$ cat config.mk
export PLATFORM = sky130hd
export DESIGN_NAME = ras_ctrl_flat
export DESIGN_NICKNAME = d
export VERILOG_FILES = /design/src/rtl/ras_ctrl_if.sv /design/src/rtl/ras_ctrl.sv /design/src/flat_wrapper.sv
export SDC_FILE = /design/constraint.sdc
export NUM_CORES = 1
export LEC_CHECK = 0
export BUFFER_PORTS_ARGS = -buffer_cell sky130_fd_sc_hd__buf_4
export CAP_MARGIN = 30
export CORE_UTILIZATION = 57
export CTS_CLUSTER_DIAMETER = 50
export DETAILED_ROUTE_END_ITERATION = 7
export GPL_ROUTABILITY_DRIVEN = 1
export PLACE_DENSITY = 0.77
export SLEW_MARGIN = 20
export SYNTH_ARGS = -nofsm -noshare
export SYNTH_HDL_FRONTEND = slang
export SYNTH_SLANG_ARGS = --single-unit
$ cat constraint.sdc
create_clock -name clk -period 8.9 [get_ports clk]
set_input_delay 0 -clock clk [delete_from_list [all_inputs] [get_ports clk]]
set_output_delay 0 -clock clk [all_outputs]
set_load 0.03 [all_outputs]
$ cat src/rtl/ras_ctrl_if.sv
// Bundle between the fetch stage, the resolve/retire logic, the return address stack and ras_ctrl.
// master = the controller itself; slave = everything around it (fetch, resolve, RAS).
`timescale 1ns/1ps
interface ras_ctrl_if;
  logic        f_valid;
  logic [31:0] f_instr;
  logic [31:0] f_pc;
  logic        f_ready;
  logic        f_has_entry;
  logic        pred_valid;
  logic [31:0] pred_target;
  logic        retire;
  logic        flush;
  logic        ras_push;
  logic        ras_pop;
  logic [31:0] ras_addr_in;
  logic [31:0] ras_addr_out;
  logic        ras_empty;

  modport master (
    input  f_valid, f_instr, f_pc, retire, flush, ras_addr_out, ras_empty,
    output f_ready, f_has_entry, pred_valid, pred_target, ras_push, ras_pop, ras_addr_in
  );

  modport slave (
    output f_valid, f_instr, f_pc, retire, flush, ras_addr_out, ras_empty,
    input  f_ready, f_has_entry, pred_valid, pred_target, ras_push, ras_pop, ras_addr_in
  );
endinterface

$ cat src/rtl/ras_ctrl.sv
// Fetch-side return address stack controller: classifies JAL/JALR, issues speculative RAS
// push/pop, logs each op in an in-flight FIFO and unwinds it youngest-first after a flush.
`timescale 1ns/1ps
module ras_ctrl #(
    parameter int INFLIGHT = 8
) (
    input logic    clk,
    input logic    rst,
    ras_ctrl_if.master bus
);
    localparam int PW = $clog2(INFLIGHT);
    localparam logic [PW:0] PTR_ONE = (PW+1)'(1);
    localparam logic [PW:0] CAP     = (PW+1)'(INFLIGHT);
    localparam logic [6:0]  OPC_JAL  = 7'b1101111;
    localparam logic [6:0]  OPC_JALR = 7'b1100111;

    typedef enum logic {S_IDLE, S_UNDO} state_e;
    typedef enum logic [1:0] {OP_NONE, OP_PUSH, OP_POP, OP_POPPUSH} op_e;

    state_e      state_q, state_d;
    logic [PW:0] head_q, head_d, tail_q, tail_d;
    logic [PW:0] count, undo_ptr;
    logic        full;

    op_e         op_mem    [INFLIGHT];
    logic [31:0] saved_mem [INFLIGHT];
    logic        wr_en;

    logic [6:0]  opcode;
    logic [4:0]  rd, rs1;
    logic        rd_link, rs1_link;
    op_e         raw_op, fetch_op, undo_op;
    logic [31:0] undo_saved;

    logic        f_ready, f_has_entry, pred_valid, ras_push, ras_pop, accept;
    logic [31:0] pred_target, ras_addr_in;
    logic        unused_instr_bits;

    assign count    = tail_q - head_q;
    assign full     = (count == CAP);
    assign undo_ptr = tail_q - PTR_ONE;

    assign opcode   = bus.f_instr[6:0];
    assign rd       = bus.f_instr[11:7];
    assign rs1      = bus.f_instr[19:15];
    assign rd_link  = (rd == 5'd1) || (rd == 5'd5);
    assign rs1_link = (rs1 == 5'd1) || (rs1 == 5'd5);
    assign unused_instr_bits = ^{bus.f_instr[31:20], bus.f_instr[14:12]};

    assign undo_op    = op_mem[undo_ptr[PW-1:0]];
    assign undo_saved = saved_mem[undo_ptr[PW-1:0]];

    // Link-register hint decode; an empty RAS cannot supply a return target, so pops degrade.
    always_comb begin
        raw_op = OP_NONE;
        if (opcode == OPC_JAL) begin
            if (rd_link) raw_op = OP_PUSH;
        end else if (opcode == OPC_JALR) begin
            if (rd_link && !rs1_link)      raw_op = OP_PUSH;
            else if (!rd_link && rs1_link) raw_op = OP_POP;
            else if (rd_link && rs1_link)  raw_op = (rd == rs1) ? OP_PUSH : OP_POPPUSH;
        end
        fetch_op = raw_op;
        if (bus.ras_empty) begin
            if (raw_op == OP_POP)          fetch_op = OP_NONE;
            else if (raw_op == OP_POPPUSH) fetch_op = OP_PUSH;
        end
    end

    always_comb begin
        // NOTE: every output of this block gets a default first so no path infers a latch.
        state_d     = state_q;
        head_d      = head_q;
        tail_d      = tail_q;
        wr_en       = 1'b0;
        accept      = 1'b0;
        f_ready     = 1'b0;
        f_has_entry = 1'b0;
        pred_valid  = 1'b0;
        pred_target = '0;
        ras_push    = 1'b0;
        ras_pop     = 1'b0;
        ras_addr_in = '0;
        case (state_q)
            S_IDLE: begin
                f_ready = !full && !bus.flush;
                accept  = bus.f_valid && f_ready && rst;
                if (accept && fetch_op != OP_NONE) begin
                    f_has_entry = 1'b1;
                    wr_en       = 1'b1;
                    tail_d      = tail_q + PTR_ONE;
                    ras_push    = (fetch_op == OP_PUSH) || (fetch_op == OP_POPPUSH);
                    ras_pop     = (fetch_op == OP_POP)  || (fetch_op == OP_POPPUSH);
                    ras_addr_in = ras_push ? bus.f_pc + 32'd4 : '0;
                    pred_valid  = ras_pop;
                    pred_target = ras_pop ? bus.ras_addr_out : '0;
                end
                if (bus.retire && count != '0) head_d = head_q + PTR_ONE;
                // The retire in the flush cycle is dequeued before deciding whether to unwind.
                if (bus.flush && (tail_q != head_d)) state_d = S_UNDO;
            end
            S_UNDO: begin
                case (undo_op)
                    OP_PUSH: ras_pop = 1'b1;
                    OP_POP: begin
                        ras_push    = 1'b1;
                        ras_addr_in = undo_saved;
                    end
                    OP_POPPUSH: begin
                        ras_push    = 1'b1;
                        ras_pop     = 1'b1;
                        ras_addr_in = undo_saved;
                    end
                    default: ;
                endcase
                tail_d = undo_ptr;
                if (count == PTR_ONE) state_d = S_IDLE;
            end
            default: state_d = S_IDLE;
        endcase
    end

    // NOTE: sequential state uses non-blocking assignments so all registers update together.
    always_ff @(posedge clk or negedge rst) begin
        if (!rst) begin
            state_q <= S_IDLE;
            head_q  <= '0;
            tail_q  <= '0;
        end else begin
            state_q <= state_d;
            head_q  <= head_d;
            tail_q  <= tail_d;
        end
    end

    // NOTE: the FIFO storage has no reset; head/tail define which slots are meaningful.
    always_ff @(posedge clk) begin
        if (wr_en) begin
            op_mem[tail_q[PW-1:0]]    <= fetch_op;
            saved_mem[tail_q[PW-1:0]] <= bus.ras_addr_out;
        end
    end

    assign bus.f_ready     = f_ready;
    assign bus.f_has_entry = f_has_entry;
    assign bus.pred_valid  = pred_valid;
    assign bus.pred_target = pred_target;
    assign bus.ras_push    = ras_push;
    assign bus.ras_pop     = ras_pop;
    assign bus.ras_addr_in = ras_addr_in;

    // Retire is only meaningful while idle with something outstanding.
    a_retire_legal: assert property (@(posedge clk) disable iff (!rst)
        bus.retire |-> (state_q == S_IDLE && count != '0));
endmodule
$ cat src/flat_wrapper.sv
// flat-port wrapper written by rule: the top's interface ports become plain ports
module ras_ctrl_flat 
#(
    parameter int INFLIGHT = 8
)
  (clk, rst, bus_f_valid, bus_f_instr, bus_f_pc, bus_retire, bus_flush, bus_ras_addr_out, bus_ras_empty, bus_f_ready, bus_f_has_entry, bus_pred_valid, bus_pred_target, bus_ras_push, bus_ras_pop, bus_ras_addr_in);
  ras_ctrl_if bus_i ();
  input logic clk;
  input logic rst;
  input wire logic [$bits(bus_i.f_valid)-1:0] bus_f_valid;
  input wire logic [$bits(bus_i.f_instr)-1:0] bus_f_instr;
  input wire logic [$bits(bus_i.f_pc)-1:0] bus_f_pc;
  input wire logic [$bits(bus_i.retire)-1:0] bus_retire;
  input wire logic [$bits(bus_i.flush)-1:0] bus_flush;
  input wire logic [$bits(bus_i.ras_addr_out)-1:0] bus_ras_addr_out;
  input wire logic [$bits(bus_i.ras_empty)-1:0] bus_ras_empty;
  output wire logic [$bits(bus_i.f_ready)-1:0] bus_f_ready;
  output wire logic [$bits(bus_i.f_has_entry)-1:0] bus_f_has_entry;
  output wire logic [$bits(bus_i.pred_valid)-1:0] bus_pred_valid;
  output wire logic [$bits(bus_i.pred_target)-1:0] bus_pred_target;
  output wire logic [$bits(bus_i.ras_push)-1:0] bus_ras_push;
  output wire logic [$bits(bus_i.ras_pop)-1:0] bus_ras_pop;
  output wire logic [$bits(bus_i.ras_addr_in)-1:0] bus_ras_addr_in;
  assign bus_i.f_valid = bus_f_valid;
  assign bus_i.f_instr = bus_f_instr;
  assign bus_i.f_pc = bus_f_pc;
  assign bus_i.retire = bus_retire;
  assign bus_i.flush = bus_flush;
  assign bus_i.ras_addr_out = bus_ras_addr_out;
  assign bus_i.ras_empty = bus_ras_empty;
  assign bus_f_ready = bus_i.f_ready;
  assign bus_f_has_entry = bus_i.f_has_entry;
  assign bus_pred_valid = bus_i.pred_valid;
  assign bus_pred_target = bus_i.pred_target;
  assign bus_ras_push = bus_i.ras_push;
  assign bus_ras_pop = bus_i.ras_pop;
  assign bus_ras_addr_in = bus_i.ras_addr_in;
  ras_ctrl #(.INFLIGHT(INFLIGHT)) u_core (.clk(clk), .rst(rst), .bus(bus_i));
endmodule
Word-level counts from Yosys, hierarchy flattened. Memories as Yosys holds them, arrays and structs flattened. Index checks and enable logic that the tools add are counted.

Add/subtract/negate cells: 5. Multiplexer cells: 36. Bitwise logic cells: 1. Reductions and logical operators: 21. Equality and inequality tests: 19.

Operators with widths (count): 32-bit 2-to-1 mux (6); 32-bit one-hot mux with 2 select lines (1); 32-bit by 3-bit adder with 32-bit output, second input constant (1); 2-bit 2-to-1 mux (9); 7-bit == test, second input constant (2); 1-bit 2-to-1 mux (13); 2-bit == test, second input constant (6); 4-bit 2-to-1 mux (3); 5-bit by 1-bit == test with 1-bit output, second input constant (2); 5-bit by 3-bit == test with 1-bit output, second input constant (2); 1-bit logical AND (9); 4-bit by 1-bit adder with 4-bit output, second input constant (2); 4-bit one-hot mux with 2 select lines (1); 1-bit one-hot mux with 2 select lines (3); 5-bit == test (1); 2-bit by 1-bit == test with 1-bit output, second input constant (2); 4-bit by 1-bit == test with 1-bit output, second input constant (1); 4-bit == test, second input constant (1); 1-bit zero test (4); 1-bit logical OR (4); 4-bit inequality test (1); 4-bit nonzero test (1); 2-bit OR reduction (2); 4-bit by 1-bit subtractor with 4-bit output, second input constant (1); other kinds (4) (4).

Memories kept: 2. Bits in writable memories: 272. Input port bits: 102. Logic and storage cells: 87. Output and inout bits: 69. Bits in registers: 9.

Memory list: u_core.saved_mem (depth 8, width 32, read ports 1, clocked after Yosys merged registers in 0, write ports 1, line ras_ctrl.sv:26) `logic [31:0] saved_mem [INFLIGHT];`; u_core.op_mem (depth 8, width 2, read ports 1, clocked after Yosys merged registers in 0, write ports 1, line ras_ctrl.sv:25) `op_e op_mem [INFLIGHT];`.

Logic depth before layout (Yosys ltp).
Depth in word-level cells: 18. Gate-level depth with buffers: 14. Gate-level depth less buffers: 10.

Worst setup path after synthesis. No wires, ideal clock.

Path kind: reg2reg. Start point: register u_core.tail_q[0]. End point: memory u_core.op_mem[1][0] (netlist bit) (enable). Library setup time: 510 ps. Arrival time: 6090 ps. Required time: 8390 ps. Setup slack: 2300 ps. Clock period less this slack: 6600 ps. Cell stages (with the launch flop): 11. Path through: dfrtp_1 buf_1 buf_2 inv_1 ha_1 fa_1 xor2_1 and3_1 a211oi_2 nand2b_2 nor4_1.

Longest elaborated chain between the ends: 11.

RTL lines: from (decl) (line ras_ctrl.sv:21) `logic [PW:0] head_q, head_d, tail_q, tail_d;`; from (signal assigned) (line ras_ctrl.sv:132) `tail_q <= tail_d;`; 4-bit subtractor (line ras_ctrl.sv:39) `assign count = tail_q - head_q;`; 4-bit == test (line ras_ctrl.sv:40) `assign full = (count == CAP);`; 1-bit zero test (line ras_ctrl.sv:86) `f_ready = !full && !bus.flush;`; 1-bit logical AND (line ras_ctrl.sv:86); 1-bit logical AND (2 in a row) (line ras_ctrl.sv:87) `accept = bus.f_valid && f_ready && rst;`; 1-bit logical AND (line ras_ctrl.sv:88) `if (accept && fetch_op != OP_NONE) begin`; 1-bit 2-to-1 mux (line ras_ctrl.sv:88); 1-bit 2-to-1 mux (line ras_ctrl.sv:84) `case (state_q)`; 1-bit 2-to-1 mux (line ras_ctrl.sv:138) `if (wr_en) begin`; 1-bit 2-to-1 mux (implied by the code) (line ras_ctrl.sv:139) `op_mem[tail_q[PW-1:0]] <= fetch_op;`; to (decl) (line ras_ctrl.sv:25).

Several ways; a longest one is shown, not always the timed one.

Final worst setup path.
Start point: register u_core.tail_q[0]. End point: memory u_core.saved_mem[2][10] (enable).

Longest elaborated chain between the ends: 11.

RTL lines: 4-bit subtractor (line ras_ctrl.sv:39); 4-bit == test (line ras_ctrl.sv:40); 1-bit zero test (line ras_ctrl.sv:86); 1-bit logical AND (line ras_ctrl.sv:86); 1-bit logical AND (2 in a row) (line ras_ctrl.sv:87); 1-bit logical AND (line ras_ctrl.sv:88); 1-bit 2-to-1 mux (line ras_ctrl.sv:88); 1-bit 2-to-1 mux (line ras_ctrl.sv:84); 1-bit 2-to-1 mux (line ras_ctrl.sv:138); 1-bit 2-to-1 mux (implied by the code) (line ras_ctrl.sv:140) `saved_mem[tail_q[PW-1:0]] <= bus.ras_addr_out;`; to (decl) (line ras_ctrl.sv:26).

Several ways; a longest one is shown, not always the timed one.

==> run_summary.xml <==
<?xml version="1.0" encoding="UTF-8"?>
<metrics>
  <group name="sta">
    <metric name="skew" unit="ps">16.7</metric>
    <metric name="fin_tns_setup" unit="ps">0</metric>
    <metric name="finalCritPeriodShare" unit="">0.593</metric>
    <metric name="grt_setup_unrepaired" unit="">false</metric>
    <metric name="timing.max_slew.rel_slack" unit="">0.448</metric>
    <metric name="finalCriticalPeriod" unit="ps">5280</metric>
    <metric name="tightest_slew" unit="ps">828</metric>
    <metric name="max_freq" unit="MHz">189</metric>
    <metric name="finalSetupViolations" unit="">0</metric>
    <metric name="hold_viol_final" unit="">0</metric>
    <metric name="final_slew_violations" unit="">0</metric>
  </group>
  <group name="setup_path">
    <metric name="crit_chain" unit="">inv_1, ha_1, fa_1, xor2_1, and3_1, a211oi_2, nand2b_2, inv_2, nand2_1, nor3_2, buf_4</metric>
    <metric name="cp.buffers_inverters" unit="">3</metric>
    <metric name="worstReg2RegEnd" unit="">u_core.saved_mem[2][10]</metric>
    <metric name="critical_path.max_fanout" unit="">38</metric>
    <metric name="worst_r2r_startpoint" unit="">u_core.tail_q[0]</metric>
    <metric name="worst-r2r-setup-slack" unit="ps">3620</metric>
    <metric name="cp_top_family" unit="">buffers and inverters</metric>
    <metric name="critical-path-max-stage-delay" unit="ps">890</metric>
    <metric name="worst-endpoint-required" unit="ps">9070</metric>
    <metric name="critPathCaptureType" unit="">flop</metric>
    <metric name="critical_path.startpoint_type" unit="">flop</metric>
    <metric name="worst-endpoint-arrival" unit="ps">5450</metric>
    <metric name="crit_type" unit="">flop to flop</metric>
    <metric name="r2r_cells" unit="">11</metric>
    <metric name="slowest_stage" unit="">sky130_fd_sc_hd__dfrtp_4</metric>
  </group>
  <group name="clock_network">
    <metric name="tritoncts_clock_tree" unit="">built</metric>
    <metric name="clkLatencyLatePin" unit="ps">530</metric>
    <metric name="cts-htree-levels" unit="">1</metric>
    <metric name="clock_sinks" unit="">281</metric>
    <metric name="cts_inserted_buffers" unit="">28</metric>
    <metric name="cts-root-to-sink-buffers" unit="">3</metric>
    <metric name="post_cts_resize_count" unit="">0</metric>
    <metric name="cts.clk_slew.worst_paths" unit="ps">60</metric>
    <metric name="clockRootBuffer" unit="">sky130_fd_sc_hd__clkbuf_16</metric>
  </group>
  <group name="synth">
    <metric name="post_synth_fa_ha_maj_area_fraction" unit="">0.00880</metric>
    <metric name="synth_simple_gate_area_frac" unit="">0.0581</metric>
    <metric name="post_synth_num_cell_types" unit="">51</metric>
    <metric name="synthXorXnorAreaFrac" unit="">0.0327</metric>
    <metric name="synth_sequential_area_ratio" unit="">0.686</metric>
    <metric name="synth_compound_gate_area_share" unit="">0.0367</metric>
    <metric name="synth_flop_cell" unit="">sky130_fd_sc_hd__edfxtp_1</metric>
    <metric name="post_synth_mux_area_share" unit="">0.158</metric>
    <metric name="postSynthAreaPerCell" unit="um^2">18.5</metric>
    <metric name="synth_fp_nets" unit="">770</metric>
    <metric name="netlist_instances" unit="">660</metric>
    <metric name="synth_top_family_by_area" unit="">multiplexers</metric>
    <metric name="synthArstFlopShare" unit="">0.0320</metric>
    <metric name="number_of_flops_mapped_to_enable_cells_by_yosys" unit="">272</metric>
    <metric name="postSynthRegisterBits" unit="">281</metric>
    <metric name="ys.warnings.count" unit="">0</metric>
    <metric name="post_synth_instance_area" unit="um^2">12200</metric>
  </group>
  <group name="floorplan">
    <metric name="design.core.area" unit="um^2">21000</metric>
    <metric name="start_util" unit="">0.582</metric>
    <metric name="die_x" unit="um">148</metric>
    <metric name="std_cell_rows" unit="">53</metric>
    <metric name="design.portCount" unit="">171</metric>
    <metric name="die_area" unit="um^2">22100</metric>
    <metric name="die_h" unit="um">148</metric>
  </group>
  <group name="route">
    <metric name="met3RoutedLength" unit="mm">1.67</metric>
    <metric name="routedLengthMet1" unit="mm">10.6</metric>
    <metric name="route.detailed.vias_per_inst" unit="">6.12</metric>
    <metric name="vias" unit="">7052</metric>
    <metric name="firstDrtPassIters" unit="">5</metric>
    <metric name="route.detailed.drc" unit="">0</metric>
    <metric name="routed_wl" unit="mm">27.8</metric>
    <metric name="wl_met2" unit="mm">14.7</metric>
    <metric name="highest-signal-layer" unit="">met4</metric>
    <metric name="dr.first_iter.drc_count" unit="">444</metric>
    <metric name="drtAntennaViolNets" unit="">0</metric>
    <metric name="route.detailed.wl_per_inst" unit="um">24.1</metric>
  </group>
  <group name="cells_and_area">
    <metric name="finalNetCount" unit="">969</metric>
    <metric name="fin_util" unit="">0.722</metric>
    <metric name="flow.area_growth_from_synthesis" unit="%">24.1</metric>
    <metric name="antennaDiodeCount" unit="">0</metric>
    <metric name="post_route_cells_drive_above_1_share" unit="">0.379</metric>
  </group>
  <group name="worst_hold_path">
    <metric name="hold_path.startpoint" unit="">bus_f_instr[4]</metric>
    <metric name="min_delay_path_depth" unit="">3</metric>
    <metric name="hold_class" unit="">input port to flop</metric>
    <metric name="hold_path_end" unit="">u_core.op_mem[2][0]</metric>
  </group>
  <group name="pwr">
    <metric name="power.total" unit="mW">5.08</metric>
    <metric name="p_comb_frac" unit="">0.454</metric>
    <metric name="pwr_density_cell" unit="nW/um^2">335</metric>
    <metric name="net-switching-power" unit="mW">1.83</metric>
    <metric name="vdd_ir_drop_max" unit="mV">0.330</metric>
    <metric name="proportion_of_power_drawn_by_flip_flops_and_latches" unit="">0.307</metric>
    <metric name="intPower" unit="mW">3.25</metric>
    <metric name="clockPowerShare" unit="">0.239</metric>
    <metric name="leakage" unit="nW">5.48</metric>
    <metric name="switching_share" unit="">0.359</metric>
  </group>
  <group name="placement">
    <metric name="numPortBuffers" unit="">155</metric>
    <metric name="dp_hpwl" unit="mm">16.3</metric>
    <metric name="globalplace.congestion" unit="">0.865</metric>
  </group>
  <group name="global_routing">
    <metric name="grt_first_pass_wirelength" unit="mm">41.2</metric>
    <metric name="first_global_vias" unit="">7395</metric>
    <metric name="grt_max_degree" unit="">71</metric>
    <metric name="antenna_found_initial" unit="">0</metric>
    <metric name="grt_util_all_layers" unit="">0.253</metric>
    <metric name="gr-total-overflow" unit="">0</metric>
  </group>
  <group name="outcome">
    <metric name="status" unit="">complete, no violations</metric>
  </group>
  <group name="run">
    <metric name="max_cap_viols" unit="">0</metric>
  </group>
</metrics>
-- cell usage after synthesis (2+ instances only) --
| cell | n | area share |
|---|---|---|
| sky130_fd_sc_hd__xnor2_1 | 23 | 0.016 |
| sky130_fd_sc_hd__and3_1 | 41 | 0.021 |
| sky130_fd_sc_hd__nand3_1 | 14 | 0.0057 |
| sky130_fd_sc_hd__dfrtp_1 | 9 | 0.018 |
| sky130_fd_sc_hd__nand2_1 | 15 | 0.0046 |
| sky130_fd_sc_hd__clkbuf_1 | 19 | 0.0058 |
| sky130_fd_sc_hd__mux2_2 | 4 | 0.0037 |
| sky130_fd_sc_hd__o2111ai_1 | 2 | 0.0014 |
| sky130_fd_sc_hd__xor2_1 | 19 | 0.014 |
| sky130_fd_sc_hd__edfxtp_1 | 272 | 0.67 |
| sky130_fd_sc_hd__nor2_1 | 13 | 0.0040 |
| sky130_fd_sc_hd__o22ai_1 | 10 | 0.0051 |
| sky130_fd_sc_hd__buf_6 | 4 | 0.0037 |
| sky130_fd_sc_hd__mux4_2 | 68 | 0.13 |
| sky130_fd_sc_hd__and4_1 | 5 | 0.0036 |
| sky130_fd_sc_hd__buf_2 | 12 | 0.0049 |
| sky130_fd_sc_hd__o22ai_2 | 23 | 0.024 |
| sky130_fd_sc_hd__or2_2 | 2 | 0.0010 |
| sky130_fd_sc_hd__clkbuf_2 | 2 | 0.00082 |
| sky130_fd_sc_hd__a21oi_1 | 2 | 0.00082 |
| sky130_fd_sc_hd__a22oi_1 | 2 | 0.0012 |
| sky130_fd_sc_hd__nor3b_1 | 2 | 0.0012 |
| sky130_fd_sc_hd__nand4_1 | 8 | 0.0041 |
| sky130_fd_sc_hd__nor3_1 | 8 | 0.0033 |
| sky130_fd_sc_hd__and2_1 | 4 | 0.0020 |
| sky130_fd_sc_hd__inv_1 | 11 | 0.0034 |
| sky130_fd_sc_hd__mux2i_1 | 36 | 0.029 |
| sky130_fd_sc_hd__ha_1 | 7 | 0.0072 |
-- sequential cells by signal, summed over array words and instances, names as in the netlist --
register	flops
u_core.op_mem	16
u_core.head_q	4
u_core.saved_mem	256
u_core.tail_q	4
u_core.state_q	1
-- stage by stage --
step | setup slack, ps | area (um^2) | hold WS [ps] | cells
after global placement | 3600 | 13700 | -162 | 1061
after global routing | 3370 | 15200 | 87.0 | 1153
after floorplan | 2300 | 12200 | -296 | 660
final | 3620 | 15200 | 74.1 | 1153
after CTS | 3590 | 15100 | 37.0 | 1149
after detailed placement | 3620 | 13800 | -160 | 1064
-- cell families (layout without fill, tap and decap cells) --
family / Yosys count / after routing
flops: 281 / 281
simple gates: 123 / 123
mux: 108 / 108
buf+inv: 50 / 268
compound gates: 46 / 46
xor+xnor: 44 / 44
fa+ha+maj: 8 / 8
-- worst min-delay path, delay by kind of cell --
family        cells  cell delay, ps
buf+inv           1              80
simple gates      2             310
-- how the worst max path moves through the flow --
stage                           from                 endpoint  slack [ps]  cells after the start
CTS                 u_core.tail_q[0]  u_core.saved_mem[6][28]        3590                     11
global route        u_core.tail_q[0]  u_core.saved_mem[6][10]        3370                     11
finish              u_core.tail_q[0]  u_core.saved_mem[2][10]        3620                     11
global placement    u_core.tail_q[0]      u_core.op_mem[3][0]        3600                     11
detailed placement  u_core.tail_q[0]  u_core.saved_mem[6][25]        3620                     11
floorplan           u_core.tail_q[0]      u_core.op_mem[1][0]        2300                     10
-- area by class of cell --
| class | instances | area (um^2) |
|---|---|---|
| clock buffers | 31 | 733 |
| fillers | 1250 | 5840 |
| clock inverters | 18 | 221 |
| multi-input cells | 329 | 3690 |
| repair buffers | 207 | 1750 |
| well taps | 275 | 344 |
| flip-flops and latches | 281 | 8400 |
| inverters | 12 | 45.0 |
-- cells in the final DEF, fill, tap and decap left out, types with 2 or more instances in the layout --
cell	count
sky130_fd_sc_hd__clkbuf_16	29
sky130_fd_sc_hd__edfxtp_1	272
sky130_fd_sc_hd__mux2i_1	36
sky130_fd_sc_hd__nor3_2	3
sky130_fd_sc_hd__o22ai_2	23
sky130_fd_sc_hd__ha_1	6
sky130_fd_sc_hd__dlygate4sd3_1	36
sky130_fd_sc_hd__nor2_1	12
sky130_fd_sc_hd__dfrtp_1	8
sky130_fd_sc_hd__o2111ai_1	2
sky130_fd_sc_hd__clkinv_1	3
sky130_fd_sc_hd__nand3_1	14
sky130_fd_sc_hd__inv_6	2
sky130_fd_sc_hd__mux4_2	68
sky130_fd_sc_hd__o22ai_1	10
sky130_fd_sc_hd__buf_4	164
sky130_fd_sc_hd__mux2_2	4
sky130_fd_sc_hd__and3_1	41
sky130_fd_sc_hd__or2_2	2
sky130_fd_sc_hd__nand2_1	14
sky130_fd_sc_hd__nand4_1	8
sky130_fd_sc_hd__nor3_1	5
sky130_fd_sc_hd__clkbuf_1	2
sky130_fd_sc_hd__bufinv_16	5
sky130_fd_sc_hd__inv_1	11
sky130_fd_sc_hd__xor2_1	18
sky130_fd_sc_hd__buf_16	5
sky130_fd_sc_hd__a22oi_1	2
sky130_fd_sc_hd__and2_1	3
sky130_fd_sc_hd__clkinv_2	7
sky130_fd_sc_hd__and4_1	4
sky130_fd_sc_hd__xnor2_1	23
-- what timing repair did --
item / CTS / global route
hold buffers: 36 / 0
buffers inserted: 0 / 0
hold endpoints to repair: 268 / 0
-- metal layers --
layer,vias to the layer above,global-route usage
li1,3086,-
met1,3628,0.307
met2,285,0.452
met3,53,0.0365
met4,0,0.109
met5,-,0
-- power groups by stage --
stage               clock (mW)  combinational (mW)  sequential [mW]
global placement             0                2.20             1.59
finish                    1.21                2.31             1.56
CTS                       1.22                2.27             1.56
floorplan                    0                1.65             1.52
detailed placement           0                2.24             1.59
global route              1.28                2.43             1.57
No activity file was read; power rests on OpenSTA's default activity.
